### config.mk
export PLATFORM = sky130hd
export DESIGN_NAME = execute_cycle
export DESIGN_NICKNAME = d
export VERILOG_FILES = /design/src/rtl/riscv_pkg.sv /design/src/rtl/alu.sv /design/src/rtl/execute_cycle.sv
export SDC_FILE = /design/constraint.sdc
export NUM_CORES = 1
export LEC_CHECK = 0
export BUFFER_PORTS_ARGS = -buffer_cell sky130_fd_sc_hd__buf_2
export CAP_MARGIN = 20
export CORE_MARGIN = 4
export CORE_UTILIZATION = 53
export DETAILED_ROUTE_END_ITERATION = 7
export GPL_TIMING_DRIVEN = 0
export MAX_ROUTING_LAYER = met4
export PLACE_DENSITY = 0.83
export SYNTH_ARGS = -nofsm -noshare
export SYNTH_HDL_FRONTEND = slang
export SYNTH_SLANG_ARGS = --single-unit
### constraint.sdc
create_clock -name clk -period 5.6 [get_ports clk]
set_input_delay 0 -clock clk [delete_from_list [all_inputs] [get_ports clk]]
set_output_delay 0 -clock clk [all_outputs]
set_load 0.02 [all_outputs]
### src/rtl/riscv_pkg.sv
// Shared encodings for the execute stage: ALU operation codes and operand
// forwarding selects, plus the forwarding mux helper.
package riscv_pkg;

  localparam logic [2:0] ALU_ADD = 3'b000;
  localparam logic [2:0] ALU_SUB = 3'b001;
  localparam logic [2:0] ALU_AND = 3'b010;
  localparam logic [2:0] ALU_OR  = 3'b011;
  localparam logic [2:0] ALU_SLT = 3'b101;

  localparam logic [1:0] FWD_REG = 2'b00;
  localparam logic [1:0] FWD_WB  = 2'b01;
  localparam logic [1:0] FWD_MEM = 2'b10;

  // Code 11 is unused by the hazard unit and falls back to the register value.
  function automatic logic [31:0] fwd_mux(input logic [1:0]  sel,
                                          input logic [31:0] reg_val,
                                          input logic [31:0] wb_val,
                                          input logic [31:0] mem_val);
    case (sel)
      FWD_REG: fwd_mux = reg_val;
      FWD_WB:  fwd_mux = wb_val;
      FWD_MEM: fwd_mux = mem_val;
      default: fwd_mux = reg_val;
    endcase
  endfunction

endpackage

### src/rtl/alu.sv
// Combinational integer ALU: add/sub/and/or wrap modulo 2^DATA_W, slt is a
// signed compare; undefined op codes yield zero.
module alu
  import riscv_pkg::*;
#(
  parameter int DATA_W = 32
) (
  input  logic [DATA_W-1:0] A,
  input  logic [DATA_W-1:0] B,
  input  logic [2:0]        ALUControl,
  output logic [DATA_W-1:0] Result,
  output logic              Zero
);

  logic signed [DATA_W-1:0] a_s;
  logic signed [DATA_W-1:0] b_s;

  assign a_s = A;
  assign b_s = B;

  always_comb begin
    Result = '0;
    case (ALUControl)
      ALU_ADD: Result = A + B;
      ALU_SUB: Result = A - B;
      ALU_AND: Result = A & B;
      ALU_OR:  Result = A | B;
      ALU_SLT: Result = {{(DATA_W-1){1'b0}}, (a_s < b_s)};
      default: Result = '0;
    endcase
  end

  assign Zero = (Result == '0);

endmodule

### src/rtl/execute_cycle.sv
// RISC-V execute stage: operand forwarding, ALU, branch resolution and the
// E->M pipeline register.
module execute_cycle
  import riscv_pkg::*;
(
  input  logic        clk,
  input  logic        rst,
  input  logic        RegWriteE,
  input  logic        ALUSrcE,
  input  logic        MemWriteE,
  input  logic        ResultSrcE,
  input  logic        BranchE,
  input  logic [2:0]  ALUControlE,
  input  logic [31:0] RD1_E,
  input  logic [31:0] RD2_E,
  input  logic [31:0] Imm_Ext_E,
  input  logic [4:0]  RD_E,
  input  logic [31:0] PCE,
  input  logic [31:0] PCPlus4E,
  input  logic [31:0] ResultW,
  input  logic [1:0]  ForwardA_E,
  input  logic [1:0]  ForwardB_E,
  output logic        PCSrcE,
  output logic [31:0] PCTargetE,
  output logic        RegWriteM,
  output logic        MemWriteM,
  output logic        ResultSrcM,
  output logic [4:0]  RD_M,
  output logic [31:0] WriteDataM,
  output logic [31:0] ALU_ResultM,
  output logic [31:0] PCPlus4M
);

  logic [31:0] src_a;
  logic [31:0] write_data;
  logic [31:0] src_b;
  logic [31:0] alu_result;
  logic        zero;

  // Forwarding from M uses the registered result, covering back-to-back dependences.
  assign src_a      = fwd_mux(ForwardA_E, RD1_E, ResultW, ALU_ResultM);
  assign write_data = fwd_mux(ForwardB_E, RD2_E, ResultW, ALU_ResultM);
  assign src_b      = ALUSrcE ? Imm_Ext_E : write_data;

  alu #(
    .DATA_W(32)
  ) u_alu (
    .A         (src_a),
    .B         (src_b),
    .ALUControl(ALUControlE),
    .Result    (alu_result),
    .Zero      (zero)
  );

  assign PCSrcE    = BranchE & zero;
  assign PCTargetE = PCE + Imm_Ext_E;

  // ---- E -> M stage boundary ----
  always_ff @(posedge clk) begin
    if (!rst) begin
      RegWriteM   <= 1'b0;
      MemWriteM   <= 1'b0;
      ResultSrcM  <= 1'b0;
      RD_M        <= 5'h00;
      WriteDataM  <= 32'h0;
      ALU_ResultM <= 32'h0;
      PCPlus4M    <= 32'h0;
    end else begin
      RegWriteM   <= RegWriteE;
      MemWriteM   <= MemWriteE;
      ResultSrcM  <= ResultSrcE;
      RD_M        <= RD_E;
      WriteDataM  <= write_data;
      ALU_ResultM <= alu_result;
      PCPlus4M    <= PCPlus4E;
    end
  end

endmodule

==> After elaboration in Yosys (flattened, before gate mapping) <==
Cells that the tools add are included.
{ "classes": {"n_reduce_logical": 2, "addsub": 3, "bitwise": 3, "order_cmp": 1, "n_eq_ne": 8, "mux": 4} }
{ "ops": {"columns": ["operator", "n"], "rows": [
  ["32-bit case mux with 5 select lines", 1],
  ["32-bit case mux with 2 select lines", 2],
  ["32-bit adder", 2],
  ["32-bit AND", 1],
  ["32-bit logical NOT", 1],
  ["32-bit less-than comparator", 1],
  ["32-bit 2-to-1 mux", 1],
  ["32-bit OR", 1],
  ["32-bit subtractor", 1],
  ["3-bit by 2-bit equality test with 1-bit output, second input constant", 2],
  ["2-bit by 1-bit equality test with 1-bit output, second input constant", 2],
  ["2-bit equality test, second input constant", 2],
  ["3-bit by 1-bit equality test with 1-bit output, second input constant", 1],
  ["3-bit equality test, second input constant", 1],
  ["3-bit logical NOT", 1],
  ["1-bit AND", 1]
]} }
{ "word_totals": {"reg_bits": 104, "inputBits": 211, "elab_cells": 28, "output_inout_bits": 137} }

==> Longest topological paths before layout <==
Gate-level depths: netlist (run 1).
{ "logic_depth": {"ltp_word": 7, "mapped_depth": 22, "ltp_nobuf": 21} }

==> By module <==
Synthesis (run 1) repeated with hierarchy kept, for this count alone.
{ "unflattened": {"hier_cells": 1563, "hier_area_um2": 11324.6} }
{ "by_module_without_submodules": {"columns": ["module", "area_per_inst_um2", "cells_per_inst", "seq_area_each_um2", "n_inst"], "rows": [
  ["execute_cycle", 5959.5, 745, 2082.0, 1],
  ["alu", 5365.1, 818, 0.0, 1]
]} }

==> Least setup slack after synthesis (run 1) <==
OpenSTA, ideal clock, no wires.
{ "synth_timing": {"path_kind": "input -> output", "start": "in ForwardB_E[0]", "end": "out PCSrcE", "slack_ns": 1.039, "stages": 21, "path_buffers": 2, "required_time_ns": 5.600, "arrival_ns": 4.561, "path_cell_list": "inv_1 > ha_1 > clkbuf_1 > buf_1 > a21oi_1 > o21ai_0 > ha_1 > inv_1 > fa_1 > nand2b_1 > a211oi_2 > o21ai_1 > o21a_1 > o21a_1 > a311o_1 > a22o_1 > a211oi_1 > nand4_1 > nor4_1 > nand4_1 > nor4_2"} }
{ "synth_via": {"elab_chain_cells": 7, "elab_cells_between_ends": 12, "cone_classes": "add/sub (2); order compare (1); eq/ne (2); mux (3); bitwise (3); reduce/logical (1)"} }
{ "synth_lines": {"columns": ["item", "line_no", "source"], "rows": [
  ["from (decl)", "execute_cycle.sv:22", "input logic [1:0] ForwardB_E,"],
  ["2-bit equality test or 2-bit by 1-bit equality test with 1-bit output (tied branches)", "riscv_pkg.sv:20", "case (sel)"],
  ["32-bit case mux with 2 select lines (*)", "riscv_pkg.sv:20", null],
  ["32-bit 2-to-1 mux (*)", "execute_cycle.sv:43", "assign src_b = ALUSrcE ? Imm_Ext_E : write_data;"],
  ["32-bit subtractor (tied with other cells)", "alu.sv:25", "ALU_SUB: Result = A - B;"],
  ["32-bit case mux with 5 select lines (*)", "alu.sv:23", "case (ALUControl)"],
  ["32-bit logical NOT (*)", "alu.sv:33", "assign Zero = (Result == '0);"],
  ["1-bit AND (*)", "execute_cycle.sv:55", "assign PCSrcE = BranchE & zero;"],
  ["to (decl)", "execute_cycle.sv:23", "output logic PCSrcE,"]
]} }
Mark *: on every way between the ends. The rest lies on a longest branch, timed or not.

==> Worst setup path in the final report (run 1) <==
{ "layout_timing": {"start": "reg ALU_ResultM[14]", "end": "out PCSrcE"} }
{ "layout_via": {"elab_chain_cells": 6, "elab_cells_between_ends": 11, "cone_classes": "add/sub (2); order compare (1); mux (4); bitwise (3); reduce/logical (1)"} }
{ "layout_lines": {"columns": ["item", "line_no", "source"], "rows": [
  ["from (decl)", "execute_cycle.sv:30", "output logic [31:0] ALU_ResultM,"],
  ["from (signal assigned)", "execute_cycle.sv:74", "ALU_ResultM <= alu_result;"],
  ["32-bit case mux with 2 select lines", "riscv_pkg.sv:20", null],
  ["32-bit 2-to-1 mux", "execute_cycle.sv:43", null],
  ["32-bit subtractor (tied with other cells)", "alu.sv:25", null],
  ["32-bit case mux with 5 select lines (*)", "alu.sv:23", null],
  ["32-bit logical NOT (*)", "alu.sv:33", null],
  ["1-bit AND (*)", "execute_cycle.sv:55", null]
]} }
Marked as above.

==> results of run 1 <==
-- kinds of logic (layout without fill, tap and decap cells) --
family	count (synthesis)	in the layout
fa+ha+maj	147	147
mux	14	14
simple gates	490	490
flops	104	104
buf+inv	195	624
xor+xnor	45	45
compound gates	478	478
other cells	0	3
-- flip-flops by register name, summed over array words and instances (netlist names) --
register	count
ALU_ResultM	32
MemWriteM	1
PCPlus4M	32
RD_M	5
RegWriteM	1
ResultSrcM	1
WriteDataM	32
-- cell usage after synthesis (14+ instances only) --
cell type	instances	area, µm²
a21oi_1	123	616
xnor2_1	33	289
o21ai_0	117	586
ha_1	144	1800
nand3_1	15	75.1
nand2_1	120	450
clkbuf_1	55	206
a211oi_1	25	188
inv_1	108	405
o21a_1	20	150
dfxtp_1	104	2080
nor2_1	119	447
nor3_1	33	165
nor2b_1	53	332
o211ai_1	14	105
nand2b_1	24	150
a21o_1	18	135
a22oi_1	65	488
and2_1	62	388
-- final cells by class --
type,instances,area (µm²),share of cell area [%]
sequential,104,2080,14.7
clock buffer,10,239,1.69
buffer,84,448,3.17
tap,270,338,2.39
timing repair buffer,415,2430,17.2
clock inverter,6,61.3,0.434
multi-input combinational,1174,8100,57.4
antenna,3,7.51,0.0532
inverter,109,409,2.90
-- repair_timing --
action                                  4_1_cts  5_1_grt
endpoints found under the hold margin        69        0
setup buffers                                 0        1
gates resized for setup                      15       49
endpoints found under the setup margin        1        1
hold buffers                                 69        0
pin swaps                                     0        5
-- layer usage --
metal  wire (µm)  track usage (%)  part of all wire, %
met1       19700             53.2                   37
met2       23300             69.6                   44
met5           0                -                    0
met4        3490             24.8                  6.6
met3        6390             13.2                   12
-- worst register-to-register path, cell delays in order (launching register included) --
cell       delay [ns]
dfxtp_1          0.41
a22oi_1          0.33
nor2_1           0.10
a21oi_1          0.35
o21ai_0          0.25
ha_1             0.37
clkbuf_1         0.34
nor3_1           0.14
nand2_1          0.15
nor2_1           0.05
or3_1            0.42
o2111ai_1        0.28
nand3_2          0.22
a311oi_1         0.89
and2_1           0.24
-- through the flow --
stage	power, mW	hold WS, ns
floorplan	1.95	0.122
global placement	2.47	0.204
detailed placement	2.49	0.210
CTS	3.20	0.00212
global route	3.44	0.0204
finish	3.31	-0.00626
-- power by group through the flow --
stage / clock (mW) / sequential, mW / combinational (mW)
finish: 0.694 / 0.830 / 1.79
global route: 0.703 / 0.832 / 1.91
detailed placement: 0 / 0.840 / 1.65
CTS: 0.678 / 0.823 / 1.70
global placement: 0 / 0.838 / 1.63
floorplan: 0 / 0.901 / 1.05
-- worst max path at each step --
stage,end,depth (start not counted),slack [ns]
4_1_cts,PCSrcE,20,0.005
3_3_place_gp,PCSrcE,23,-0.58
3_5_place_dp,PCSrcE,23,-0.71
6_report,PCSrcE,19,0.07
2_1_floorplan,PCSrcE,21,1.04
5_1_grt,PCSrcE,19,-0.003
==> flow_metrics.tcl, run 1 <==
set metrics [dict create \
    overflow 0 \
    ys_types 88 \
    final_cell_mix "356 x buf_2, 141 x ha_1, 123 x a21oi_1" \
    synth_edf_count 0 \
    ys.warnings.count 0 \
    ant_nets 0 \
    area_growth_pct 29.0 \
    synthMuxAreaShare_pct 1.51 \
    placed_area_um2 13000 \
    yosysSeqAreaShare_pct 19.0 \
    cts_tree "done" \
    r2r-start "ALU_ResultM[14]" \
    insertion_delay_ns 0.38 \
    path_max_fanout 10 \
    drt_iter0_drc 1464 \
    skew_ns 0.0176 \
    gp_congestion 0.997 \
    io_pins 348 \
    hpwl_mm 39.3 \
    slew_headroom_pct 34.7 \
    tightest_slew_ns 0.972 \
    yosys.area_share.adder_pct 17.0 \
    setup_ws_ns 0.0678 \
    setup_viol 0 \
    drt_pass1_iterations 7 \
    route.detailed.drc 0 \
    power_frac_comb_pct 54.0 \
    design_area_um2 14100 \
    pre_cts_slack_ns -0.709 \
    period_minus_slack_ns 5.53 \
    fp-row-count 52 \
    cts_buffer_depth 2 \
    die_w_um 152 \
    required_ns 5.60 \
    worstSetupStartpoint "ALU_ResultM[14]" \
    vias_per_cell 6.29 \
    synth_area_per_cell_um2 7.43 \
    endpoint_kind "output port" \
    path_clk_slew_ns 0.09 \
    syn-num-nets 1831 \
    initial_core_util_pct 53.9 \
    synth_compound_area_share_pct 28.9 \
    fin_crit_sh_pct 98.8 \
    outcome "finished, violations left" \
    final-instance-count-excl-fill 2175 \
    finalSetupTns_ns 0 \
    min_path_type "input port to flop" \
    synthSimpleGateAreaFrac_pct 22.4 \
    synth_xor_area_share_pct 3.60 \
    grt_max_degree 20 \
    fin_util_pct 69.5 \
    antenna_found_initial 3 \
    vdd_drop_max_mv 0.138 \
    min-delay-start "RD2_E[8]" \
    seqPwrFrac_pct 25.0 \
    synthArstFlopShare_pct 0 \
    p_int_mw 1.77 \
    critPathMaxStageDelay_ns 0.89 \
    vias 13700 \
    core_area_um2 20300 \
    grt_pass1_wl_mm 76.4 \
    fill_cells 1641 \
    p_leak_nw 6.77 \
    dieArea_um2 23000 \
    htreeDepth 3 \
    arrival_ns 5.53 \
    r2r_slack_ns 0.98 \
    worstReg2RegEnd "ALU_ResultM[0]" \
    layout_commonest_cell "buf_2" \
    avgRoutedWirePerCell_um 24.3 \
    track_usage_pct 45.3 \
    criticalPathCategory "flop to output port" \
    whs_ns -0.00626 \
    fmax_ghz 0.181 \
    routed_wl_mm 52.9 \
    finalNetCount 2255 \
    synth_top_family_by_area "compound AO/OA/AOI/OAI gates" \
    cts-root-buf "clkbuf_16" \
    violations "negative hold slack" \
    hold_path_depth 3 \
    clock_sinks 104 \
    syn-instance-count 1473 \
    holdPathEnd "WriteDataM[8]" \
    ys_ff_latch 104 \
    drive_gt1_share_pct 24.0 \
    syn-cell-area_um2 10900 \
    power_density_nw_per_um2 235 \
    hold_violations 1 \
    cp-start-kind "flop" \
    reg2reg_depth 14 \
    p_sw_share_pct 46.5 \
    die_y_um 152 \
    ys.flop_type "dfxtp_1" \
    cp_top_family "compound AO/OA/AOI/OAI gates" \
    cts_made_buffers 9 \
    critical_path.cell_chain "a22oi_1 -> nor2_1 -> a21oi_1 -> o21ai_0 -> ha_1 -> clkbuf_1 -> nor3_1 -> nand2_1 -> nor2_1 -> or3_1 -> o2111ai_1 -> nand3_2 -> a311oi_1 -> nor3b_1 -> nand4_1 -> a2111oi_4 -> nand4_1 -> nor4_2 -> buf_4" \
    first_global_vias 13300 \
    switchingPower_mw 1.54 \
    clockPowerShare_pct 20.9 \
    io_buffers 345 \
    drv_slew 0 \
    crit_buf_inv 2 \
    crit_slowest_cell "a311oi_1" \
    cap_violations 0 \
    dp.cells 2088 \
]
(Power assumes the default switching activity.)
==> run 2: changes to the inputs <==
--- a/config.mk
+++ b/config.mk
@@ -6,13 +6,12 @@
 export NUM_CORES = 1
 export LEC_CHECK = 0
 export BUFFER_PORTS_ARGS = -buffer_cell sky130_fd_sc_hd__buf_2
-export CAP_MARGIN = 20
 export CORE_MARGIN = 4
 export CORE_UTILIZATION = 53
 export DETAILED_ROUTE_END_ITERATION = 7
 export GPL_TIMING_DRIVEN = 0
 export MAX_ROUTING_LAYER = met4
-export PLACE_DENSITY = 0.83
+export PLACE_DENSITY_LB_ADDON = 0.12
 export SYNTH_ARGS = -nofsm -noshare
 export SYNTH_HDL_FRONTEND = slang
 export SYNTH_SLANG_ARGS = --single-unit
==> constraint.sdc (replaced) <==
create_clock -name clk -period 5.6 [get_ports clk]
set_input_delay 1.12 -clock clk [delete_from_list [all_inputs] [get_ports clk]]
set_output_delay 1.12 -clock clk [all_outputs]
set_load 0.02 [all_outputs]
==> flow_metrics.tcl, run 2 (same netlist as run 1, synthesis figures left out) <==
set metrics [dict create \
    period_minus_slack_ns 6.95 \
    skew_ns 0.0166 \
    first_global_vias 12200 \
    grt_setup_unrepaired "true" \
    cts_tree "done" \
    area_growth_pct 31.7 \
    drive_gt1_share_pct 30.7 \
    setup_ws_ns -1.35 \
    route.detailed.drc 0 \
    criticalPathCategory "input port to output port" \
    cts_buffer_depth 2 \
    vdd_drop_max_mv 0.153 \
    p_leak_nw 6.83 \
    critical_path.cell_chain "buf_4 -> ha_4 -> clkbuf_4 -> a22oi_1 -> nor2_1 -> a21oi_2 -> o21ai_2 -> ha_1 -> buf_6 -> or3b_4 -> a31oi_4 -> a41oi_4 -> a221oi_4 -> o21ai_2 -> o41ai_4 -> mux2i_1 -> a21oi_2 -> o31ai_1 -> a2111oi_4 -> nand4_1 -> nor4_4 -> buf_4" \
    htreeDepth 3 \
    routed_wl_mm 46.7 \
    grt_max_degree 21 \
    cts-root-buf "clkbuf_16" \
    grt_pass1_wl_mm 68.4 \
    insertion_delay_ns 0.37 \
    antenna_found_initial 3 \
    hold_violations 0 \
    largest_registers "ALU_ResultM: 32 flops, PCPlus4M: 32 flops, WriteDataM: 32 flops" \
    required_ns 4.48 \
    drt_pass1_iterations 6 \
    final-instance-count-excl-fill 2149 \
    path_clk_slew_ns 0.08 \
    die_w_um 152 \
    ant_nets 0 \
    pre_cts_slack_ns -2.16 \
    arrival_ns 5.83 \
    io_buffers 345 \
    cts_made_buffers 9 \
    io_pins 348 \
    initial_core_util_pct 53.9 \
    vias_per_cell 6.11 \
    layout_commonest_cell "buf_2" \
    die_y_um 152 \
    fin_util_pct 71.0 \
    outcome "finished, violations left" \
    setup_viol 1 \
    fill_cells 1717 \
    dieArea_um2 23000 \
    track_usage_pct 39.5 \
    multi_input_area_um2 8540 \
    cap_violations 0 \
    final_cell_mix "353 x buf_2, 135 x ha_1, 120 x nand2_1" \
    design_area_um2 14400 \
    endpoint_kind "output port" \
    power_density_nw_per_um2 237 \
    finalNetCount 2227 \
    overflow 0 \
    slew_headroom_pct 45.4 \
    drv_slew 0 \
    hpwl_mm 37.1 \
    postCtsHoldBufs 0 \
    path_max_fanout 10 \
    tightest_slew_ns 0.811 \
    crit_slowest_cell "o41ai_4" \
    clock_sinks 104 \
    min_path_type "flop to flop" \
    fin_crit_sh_pct 124 \
    placed_area_um2 13100 \
    core_area_um2 20300 \
    dp.cells 2088 \
    gp_congestion 1.03 \
    cp-start-kind "input port" \
    avgRoutedWirePerCell_um 21.7 \
    fmax_ghz 0.144 \
    critPathMaxStageDelay_ns 0.45 \
    finalSetupTns_ns -1.35 \
    drt_iter0_drc 1320 \
    fp-row-count 52 \
    vias 13100 \
    violations "negative setup slack" \
    regArea_um2 2080 \
]
==> run 2: report_power, final <==
part           switching (mW)  internal [mW]  total, mW
registers              0.0276          0.793      0.821
logic                    1.15          0.713       1.87
clock network           0.360          0.363      0.722
total                    1.54           1.87       3.41
==> run 2: repair_timing <==
| item | 4_1_cts | 5_1_grt |
|---|---|---|
| gates resized for setup | 112 | 60 |
| endpoints found under the setup margin | 4 | 6 |
| pin swaps | 23 | 19 |
| endpoints found under the hold margin | 0 | 0 |
| buffers inserted | 36 | 7 |
==> run 2: metal layers <==
metal	GRT usage [%]	routed length (µm)	share of wire, %
met1	49.3	18200	39
met2	60.7	20800	44
met3	8.72	5360	11
met4	19.0	2350	5.0
met5	-	0	0
==> run 2: through the flow <==
step | total power [mW] | hold WS [ns]
detailed placement | 2.48 | 0.691
global route | 3.57 | 0.762
floorplan | 1.97 | 0.800
global placement | 2.46 | 0.680
finish | 3.41 | 0.707
CTS | 3.29 | 0.709
==> run 2: layout make-up <==
class / instances / share of cell area, %
Antenna cell: 5 / 0.0868
Buffer: 83 / 4.13
Clock buffer: 9 / 1.56
Clock inverter: 7 / 0.660
Inverter: 109 / 2.89
Multi-Input combinational cell: 1174 / 59.3
Sequential cell: 104 / 14.4
Tap cell: 270 / 2.34
Timing Repair Buffer: 388 / 14.6
==> run 2: worst max-delay path: cells and delay by family <==
kind | cells | cell delay [ns]
AO/OA/AOI/OAI | 11 | 2.46
AND/OR/NAND/NOR | 4 | 0.94
buffers and inverters | 4 | 0.66
adder cells (fa/ha/maj) | 2 | 0.50
multiplexers | 1 | 0.16
==> run 2: worst paths after layout <==
kind | from | end | slack (ns) | cells after the start
worst min register to register | ALU_ResultM[30] | WriteDataM[30] | 0.71 | 4
worst max-delay path | ForwardB_E[1] | PCSrcE | -1.35 | 22
worst max register to register | ALU_ResultM[0] | ALU_ResultM[0] | 1.48 | 25
worst min-delay path | ALU_ResultM[30] | WriteDataM[30] | 0.71 | 4
